--- config.mk ---
export PLATFORM = sky130hd
export DESIGN_NAME = fm_accum_writer
export DESIGN_NICKNAME = d
export VERILOG_FILES = /design/src/rtl/fm_pkg.sv /design/src/rtl/fm_tile_counter.sv /design/src/rtl/fm_accum_writer.sv
export SDC_FILE = /design/constraint.sdc
export NUM_CORES = 1
export LEC_CHECK = 0
export ABC_AREA = 1
export CORE_MARGIN = 1
export CORE_UTILIZATION = 50
export CTS_CLUSTER_SIZE = 10
export DETAILED_ROUTE_END_ITERATION = 8
export MAX_ROUTING_LAYER = met4
export PLACE_DENSITY = 0.86
export SYNTH_ARGS = -nofsm -noshare
export SYNTH_HDL_FRONTEND = slang
export SYNTH_SLANG_ARGS = --single-unit
--- constraint.sdc ---
create_clock -name clk -period 6.3 [get_ports clk]
set_clock_uncertainty 0.1 [all_clocks]
set_input_delay 0.945 -clock clk [delete_from_list [all_inputs] [get_ports clk]]
set_output_delay 0.945 -clock clk [all_outputs]
set_load 0.02 [all_outputs]
--- src/rtl/fm_pkg.sv ---
// Shared definitions for the float16 feature-map write path.
//   DATA_WIDTH        bits per float16 element
//   PARA_Y            elements per RAM word
//   WRITE_ADDR_WIDTH  RAM word-address width
//   PASS_WIDTH        width of the pass counter and of cfg_passes
// Also holds the writer state encoding and a helper that turns a pass
// count into the index of the final pass.
package fm_pkg;

  localparam int DATA_WIDTH       = 16;
  localparam int PARA_Y           = 3;
  localparam int WRITE_ADDR_WIDTH = 3;
  localparam int PASS_WIDTH       = 8;
  localparam int WORD_WIDTH       = DATA_WIDTH * PARA_Y;

  typedef logic [WRITE_ADDR_WIDTH-1:0] addr_t;
  typedef logic [PASS_WIDTH-1:0]       pass_t;
  typedef logic [WORD_WIDTH-1:0]       word_t;

  typedef enum logic [2:0] {
    S_IDLE    = 3'd0,
    S_ACCEPT  = 3'd1,
    S_PLAIN   = 3'd2,
    S_ADD0    = 3'd3,
    S_ADD1    = 3'd4,
    S_ADDWAIT = 3'd5,
    S_DONE    = 3'd6
  } wr_state_t;

  // A pass count of 0 runs a single pass, exactly like a count of 1.
  function automatic pass_t last_pass_of(input pass_t passes);
    return (passes == '0) ? '0 : passes - pass_t'(1);
  endfunction

endpackage

--- src/rtl/fm_tile_counter.sv ---
// Row-address / pass counter pair for one output tile.
// Ports:
//   clk, rst      clock and asynchronous active-high reset
//   clear         restart the tile at addr 0, pass 0
//   step          one word committed: advance the address, wrapping into
//                 the next pass after last_addr
//   last_addr     final row address of the tile (inclusive)
//   last_pass     index of the final pass
//   addr, pass    current row address and pass number
//   last_word     current word is the final one of the tile
module fm_tile_counter
  import fm_pkg::*;
(
  input  logic                        clk,
  input  logic                        rst,
  input  logic                        clear,
  input  logic                        step,
  input  logic [WRITE_ADDR_WIDTH-1:0] last_addr,
  input  logic [PASS_WIDTH-1:0]       last_pass,
  output logic [WRITE_ADDR_WIDTH-1:0] addr,
  output logic [PASS_WIDTH-1:0]       pass,
  output logic                        last_word
);

  assign last_word = (addr == last_addr) && (pass == last_pass);

  // NOTE: state registers use non-blocking assignments so every flop
  // samples the pre-edge values, independent of statement order.
  always_ff @(posedge clk or posedge rst) begin
    if (rst) begin
      addr <= '0;
      pass <= '0;
    end else if (clear) begin
      addr <= '0;
      pass <= '0;
    end else if (step) begin
      if (addr < last_addr) begin
        addr <= addr + addr_t'(1);
      end else begin
        addr <= '0;
        // On the final word the pass number is left at the last pass so
        // pass_idx still reports it while the tile completes.
        if (pass != last_pass) begin
          pass <= pass + pass_t'(1);
        end
      end
    end
  end

endmodule

--- src/rtl/fm_accum_writer.sv ---
// Write-side initiator for the float16 feature-map RAM.
// Takes PARA_Y-wide partial-sum words over a valid/ready stream and drives
// the RAM write port, running cfg_passes passes over rows 0..cfg_last_addr.
// Pass 0 overwrites a row; later passes use the RAM's two-cycle
// read-add-write and then wait for its write_ready flag.
// Ports:
//   clk, rst                clock, asynchronous active-high reset
//   start                   1-cycle pulse, latches cfg_*; ignored while busy
//   cfg_last_addr           last row address of the tile (inclusive)
//   cfg_passes              number of passes (0 behaves as 1)
//   s_valid/s_ready/s_data  partial-sum stream (element k at bits 16k+15:16k)
//   ena_w, ena_add_write    RAM write enable and accumulate select
//   addr_write, din         RAM word address and write data
//   write_ready             RAM add-complete flag
//   busy, pass_idx, done    status: tile in progress, current pass, finish pulse
module fm_accum_writer
  import fm_pkg::*;
(
  input  logic                        clk,
  input  logic                        rst,
  input  logic                        start,
  input  logic [WRITE_ADDR_WIDTH-1:0] cfg_last_addr,
  input  logic [PASS_WIDTH-1:0]       cfg_passes,
  input  logic                        s_valid,
  output logic                        s_ready,
  input  logic [WORD_WIDTH-1:0]       s_data,
  output logic                        ena_w,
  output logic                        ena_add_write,
  output logic [WRITE_ADDR_WIDTH-1:0] addr_write,
  output logic [WORD_WIDTH-1:0]       din,
  input  logic                        write_ready,
  output logic                        busy,
  output logic [PASS_WIDTH-1:0]       pass_idx,
  output logic                        done
);

  wr_state_t state;
  addr_t     last_addr_q;
  pass_t     last_pass_q;
  addr_t     addr;
  pass_t     pass;
  logic      last_word;
  logic      cnt_clear;
  logic      cnt_step;

  // The counters move on the same edge the FSM leaves PLAIN or ADDWAIT,
  // so the decision below always sees the address of the word just written.
  // write_ready is only looked at in ADDWAIT: in ADD0/ADD1 it can still be
  // high from the previous add.
  assign cnt_clear = (state == S_IDLE) && start;
  assign cnt_step  = (state == S_PLAIN) || ((state == S_ADDWAIT) && write_ready);

  fm_tile_counter u_tile_counter (
    .clk       (clk),
    .rst       (rst),
    .clear     (cnt_clear),
    .step      (cnt_step),
    .last_addr (last_addr_q),
    .last_pass (last_pass_q),
    .addr      (addr),
    .pass      (pass),
    .last_word (last_word)
  );

  assign pass_idx = pass;

  always_ff @(posedge clk or posedge rst) begin
    if (rst) begin
      state         <= S_IDLE;
      last_addr_q   <= '0;
      last_pass_q   <= '0;
      s_ready       <= 1'b0;
      ena_w         <= 1'b0;
      ena_add_write <= 1'b0;
      addr_write    <= '0;
      din           <= '0;
      busy          <= 1'b0;
      done          <= 1'b0;
    end else begin
      done <= 1'b0;
      unique case (state)
        S_IDLE: begin
          if (start) begin
            last_addr_q <= cfg_last_addr;
            last_pass_q <= last_pass_of(cfg_passes);
            busy        <= 1'b1;
            s_ready     <= 1'b1;
            state       <= S_ACCEPT;
          end
        end

        S_ACCEPT: begin
          if (s_valid) begin
            din           <= s_data;
            addr_write    <= addr;
            ena_w         <= 1'b1;
            ena_add_write <= (pass != '0);
            s_ready       <= 1'b0;
            state         <= (pass == '0) ? S_PLAIN : S_ADD0;
          end
        end

        // RAM captures its operands while ena_w/ena_add_write are high.
        S_ADD0: state <= S_ADD1;

        // RAM commits the sum at the closing edge of this cycle.
        S_ADD1: begin
          ena_w         <= 1'b0;
          ena_add_write <= 1'b0;
          state         <= S_ADDWAIT;
        end

        // PLAIN always advances after its single write cycle; ADDWAIT holds
        // addr_write/din until the RAM reports the add complete.
        S_PLAIN, S_ADDWAIT: begin
          if (cnt_step) begin
            ena_w <= 1'b0;
            if (last_word) begin
              done  <= 1'b1;
              busy  <= 1'b0;
              state <= S_DONE;
            end else begin
              s_ready <= 1'b1;
              state   <= S_ACCEPT;
            end
          end
        end

        // start is deliberately not looked at here.
        S_DONE: state <= S_IDLE;

        default: begin
          s_ready       <= 1'b0;
          ena_w         <= 1'b0;
          ena_add_write <= 1'b0;
          busy          <= 1'b0;
          state         <= S_IDLE;
        end
      endcase
    end
  end

endmodule

# Yosys cells after proc, flatten, opt, wreduce, memory -nomap -nowiden

Index checks and enable logic that the tools add are counted.

$add $sub $neg: 3
$lt $le $gt $ge: 1
Equal/unequal tests: 15
Multiplexer cells: 30
Bitwise gates (word level): 4
Reduce and logical (&&, ||, !) cells: 23

Operators by type and width:

| operator                                                           | number |
|---|---|
| 8-bit 2-to-1 mux                                                   | 5 |
| 3-bit 2-to-1 mux                                                   | 7 |
| 8-bit zero test                                                    | 2 |
| 3-bit one-hot mux with 5 select lines                              | 1 |
| 1-bit 2-to-1 mux                                                   | 13 |
| 2-bit inequality test, second input constant                       | 6 |
| 3-bit == test, second input constant                               | 3 |
| 3-bit AND reduction                                                | 3 |
| 8-bit by 1-bit adder with 8-bit output, second input constant      | 1 |
| 8-bit == test                                                      | 1 |
| 8-bit inequality test                                              | 1 |
| 8-bit nonzero test                                                 | 1 |
| 8-bit by 1-bit subtractor with 8-bit output, second input constant | 1 |
| 3-bit by 2-bit == test with 1-bit output, second input constant    | 2 |
| 1-bit one-hot mux with 3 select lines                              | 2 |
| 2-bit AND reduction                                                | 3 |
| 3-bit OR reduction                                                 | 2 |
| 5-bit AND reduction                                                | 1 |
| 5-bit OR reduction                                                 | 1 |
| 1-bit NOT                                                          | 4 |
| 1-bit one-hot mux with 4 select lines                              | 1 |
| 4-bit AND reduction                                                | 1 |
| 2-bit nonzero test                                                 | 2 |
| 4-bit OR reduction                                                 | 1 |
| 9 further kinds                                                    | 11 |

Register bits after elaboration: 81
Output and inout port bits: 64

# Logic depth before layout (Yosys ltp)

Depth in word-level cells: 5
Depth in mapped cells: 12
Mapped depth without buffers: 11

# Cells and area by module

Synthesis repeated with hierarchy kept, for this count alone.

Cell total of the unflattened synthesis: 505
Area total of the unflattened synthesis: 4,005.1 um^2

By module, submodules not included:

| module          | instances | cells each | area an instance (um^2) |
|---|---|---|---|
| fm_accum_writer | 1         | 373        | 3,118.0 |
| fm_tile_counter | 1         | 132        | 887.1 |

# Worst setup path after synthesis

No wires, ideal clock.

Path type: input -> register
From: input port cfg_passes[3]
To: register last_pass_q[5]
Library setup time: 0.132 ns
Arrival time: 1.643 ns
Data required time: 6.068 ns
Slack: 4.425 ns
Stages on the path: 5
Buffers on the path: 0
Cells stage by stage: nor2_1 > nor3b_1 > nand3_1 > nand2_1 > o22ai_1

Word-level cells in the longest chain between the ends: 2
Elaborated cells on any way between the ends: 3
Those cells by class: 1 x add/sub; 1 x mux; 1 x reduce/logical

RTL lines:

| element                                                                        | line                  | RTL |
|---|---|---|
| start, declared                                                                | fm_accum_writer.sv:23 | `input logic [PASS_WIDTH-1:0] cfg_passes,` |
| 8-bit by 1-bit subtractor with 8-bit output or 8-bit zero test (tied branches) | fm_pkg.sv:32          | `return (passes == '0) ? '0 : passes - pass_t'(1);` |
| 8-bit 2-to-1 mux *                                                             | fm_pkg.sv:32          |  |
| end signal, assigned                                                           | fm_accum_writer.sv:85 | `last_pass_q <= last_pass_of(cfg_passes);` |
| end, declared                                                                  | fm_accum_writer.sv:39 | `pass_t last_pass_q;` |

Mark *: on every way between the ends. The rest lies on a longest branch, timed or not.
A chain may end at the register's enable or synchronous reset.

# Worst setup path in the final report

From: register u_tile_counter.pass[6]
To: output port pass_idx[6]

RTL lines:

| element                | line                  | RTL |
|---|---|---|
| start, declared        | fm_tile_counter.sv:21 | `output logic [PASS_WIDTH-1:0] pass,` |
| start signal, assigned | fm_tile_counter.sv:44 | `pass <= pass + pass_t'(1);` |
| end, declared          | fm_accum_writer.sv:33 | `output logic [PASS_WIDTH-1:0] pass_idx,` |

No word-level cell between the ends.

==> summary.md <==
| Metric | Value |
|---|---|
| Top cells by area, synth | dfrtp_1 (52%), mux2_2 (14%), nand2_1 (9.0%) |
| Overflow left after global routing | 0 |
| Placer congestion estimate | roughly 0.9 |
| Number of remaining DRC errors | 0 |
| CP required | 5250 ps |
| Max Root-Sink Buffers | 2 |
| Drt total wl | 9090 µm |
| Seq/Total Area, Yosys | 0.522 |
| Bufs and invs on worst path | 1 |
| Placed cell area | 5220 µm² |
| Root Buffer | clkbuf_8 |
| Nets@finish | about 600 |
| Pleak | 2.48 nW |
| Vias per cell | approximately 5.0 |
| Die area | 8120 µm² |
| Worst-margin pin slew | 985 ps |
| P&R area growth vs syn | 39.7% |
| Max_cap viols | 0 |
| Height of the die | 90.1 µm |
| Antenna violations before repair | 0 |
| #FFs+latches synth | 81 |
| Slowest stage delay, CP | 690 ps |
| Post-Syn Nets | 459 |
| CTS clock-pin slew for the worst setup and hold paths | about 90 ps |
| Port bufs | 127 |
| Max VDD drop | between 200 and 250 µV |
| Post-synth EDFFs | 0 |
| Largest delay share family, worst path | buffers and inverters |
| N_diodes | 0 |
| Die Wd | roughly 90 µm |
| Dpl hpwl | 6920 µm |
| Share of post-route cells with drive strength above 1 | 0.180 |
| Crit Path Category | reg -> out |
| Syn Inst Count | between 300 and 400 |
| Setup bufs post-CTS | 0 |
| Crit-path cells | clkdlybuf4s50_1 |
| Post-route ant nets | 0 |
| WL per Instance | 14.7 µm |
| Total core area | 7370 µm² |
| Fin area | 5430 µm² |
| Rows | 31 |
| GRT Total Usage | 0.244 |
| Min-Delay Path Class | reg -> reg |
| Asr flop ratio synth | 1.00 |
| Crit start category | register |
| PostCTS Resize Cnt | 0 |
| Period utilisation layout | 0.413 |
| RSZ-0062 raised after global routing | no |
| Top FF cell, synth | dfrtp_1 |
| First-pass GRT wire length | 15100 µm |
| Fin Hold WS | 375 ps |
| Synth Area per Inst | 10.0 µm² |
| Synth unique cells | 27 |
| Count leader, synth | nand2_1 |
| CP endpoint kind | output port |
| Vias in the first global route | 3096 |
| CTS tree | done |
| Yosys top cell area share | 0.522 |
| Slowest cell on crit path | clkdlybuf4s50_1 |
| CTS Buf Count | 9 |
| Fmax achieved | 384 MHz |
| Number of H-tree levels | 3 |
| First-pass DRT Iterations | 4 |
| Area leader, netlist | dfrtp_1 |
| Final Max Slew Viols | 0 |
| Most frequent cells after synthesis | nand2_1 (93), dfrtp_1 (81), mux2_2 (48) |
| Post-layout util | 0.736 |
| Syn Std Cell Area | 3880 µm² |
| Initial Util | 0.527 |
| CP Max Fanout | 8 |
| Min Tclk post-route | 2600 ps |
| Critical Path AT | 1560 ps |
| Later-pin clock latency in the skew report | roughly 350 ps |
| Final setup fails | 0 |
| Power Density | 497 nW/µm² |
| I/O pin count | between 100 and 150 |
| CTS Hold Buffers Added | 0 |
| Sink Count | 81 |
| Rel. slew slack | 0.343 |
| YS warnings | 0 |
| Largest net degree at the start of global routing | 82 |
| Via count | 3117 |
| Setup TNS | 0 ps |
| Hold Vio Cnt, Final | 0 |
| DRT iter0 DRCs | 205 |
| Status | finished, final reports clean |
metal layers:
layer	GRT usage	vias to the layer above	part of all wire	wire length [µm]
met5	-	-	0	0
met4	0.0806	0	0.012	107
met3	0.0313	6	0.044	400
met2	0.424	115	0.54	4890
met1	0.294	1474	0.41	3700
li1	-	1522	-	-
stage by stage:
| stage | instances | worst slack (ps) | power, W |
|---|---|---|---|
| floorplan | 387 | 3170 | 0.00175 |
| global placement | 604 | 3530 | 0.00225 |
| detailed placement | 604 | 3460 | 0.00231 |
| CTS | 620 | 3690 | 0.00271 |
| global route | 620 | 3650 | 0.00287 |
| finish | 620 | 3700 | 0.00270 |
worst paths after layout:
path	from	end	slack [ps]	cells past startpoint
worst max-delay path	u_tile_counter.pass[6]	pass_idx[6]	3700	1
worst max register to register	state[2]	din[13]	4250	4
worst min register to register	ena_w	ena_w	380	2
max in group asynchronous	rst	last_pass_q[6]	4350	3
worst min-delay path	ena_w	ena_w	380	2
min in group asynchronous	rst	din[16]	1100	3
kinds of logic after synthesis:
logic type,Yosys count,share of synthesized area
and+or+nand+nor,161,0.187
DFF,81,0.522
buffers and inverters,51,0.0583
muxes,48,0.139
AOI/OAI and AO/OA,30,0.0493
xor gates and xnor gates,8,0.0180
adders and majority gates,8,0.0258
state kept, by name (all words and copies together), names as in the netlist, 3 cells and up:
register	flops
din	48
last_pass_q	8
u_tile_counter.pass	8
addr_write	3
last_addr_q	3
state	3
u_tile_counter.addr	3
placed cells by master, fill, tap and decap left out, types with 9 or more instances in the layout:
| cell | instances |
|---|---|
| clkdlybuf4s50_1 | 127 |
| nand2_1 | 93 |
| dfrtp_1 | 81 |
| mux2_2 | 48 |
| inv_1 | 34 |
| nor2_1 | 20 |
| nand3_1 | 19 |
| o22ai_1 | 9 |
| clkbuf_8 | 9 |
power breakdown:
part           total, W  internal [W]  leakage [nW]  switching [W]
logic           0.00139      0.000662          1.38       0.000731
registers      0.000905      0.000757         0.992       0.000148
clock network  0.000397      0.000192         0.103       0.000206
total           0.00270       0.00161          2.48        0.00108
layout make-up:
class,instances,area (µm²)
inverters,40,151
fillers,535,1940
clock buffers,9,124
flip-flops and latches,81,2030
well taps,99,124
repair buffers,129,1290
clock inverters,7,83.8
multi-input cells,255,1630
(Power assumes the default switching activity.)
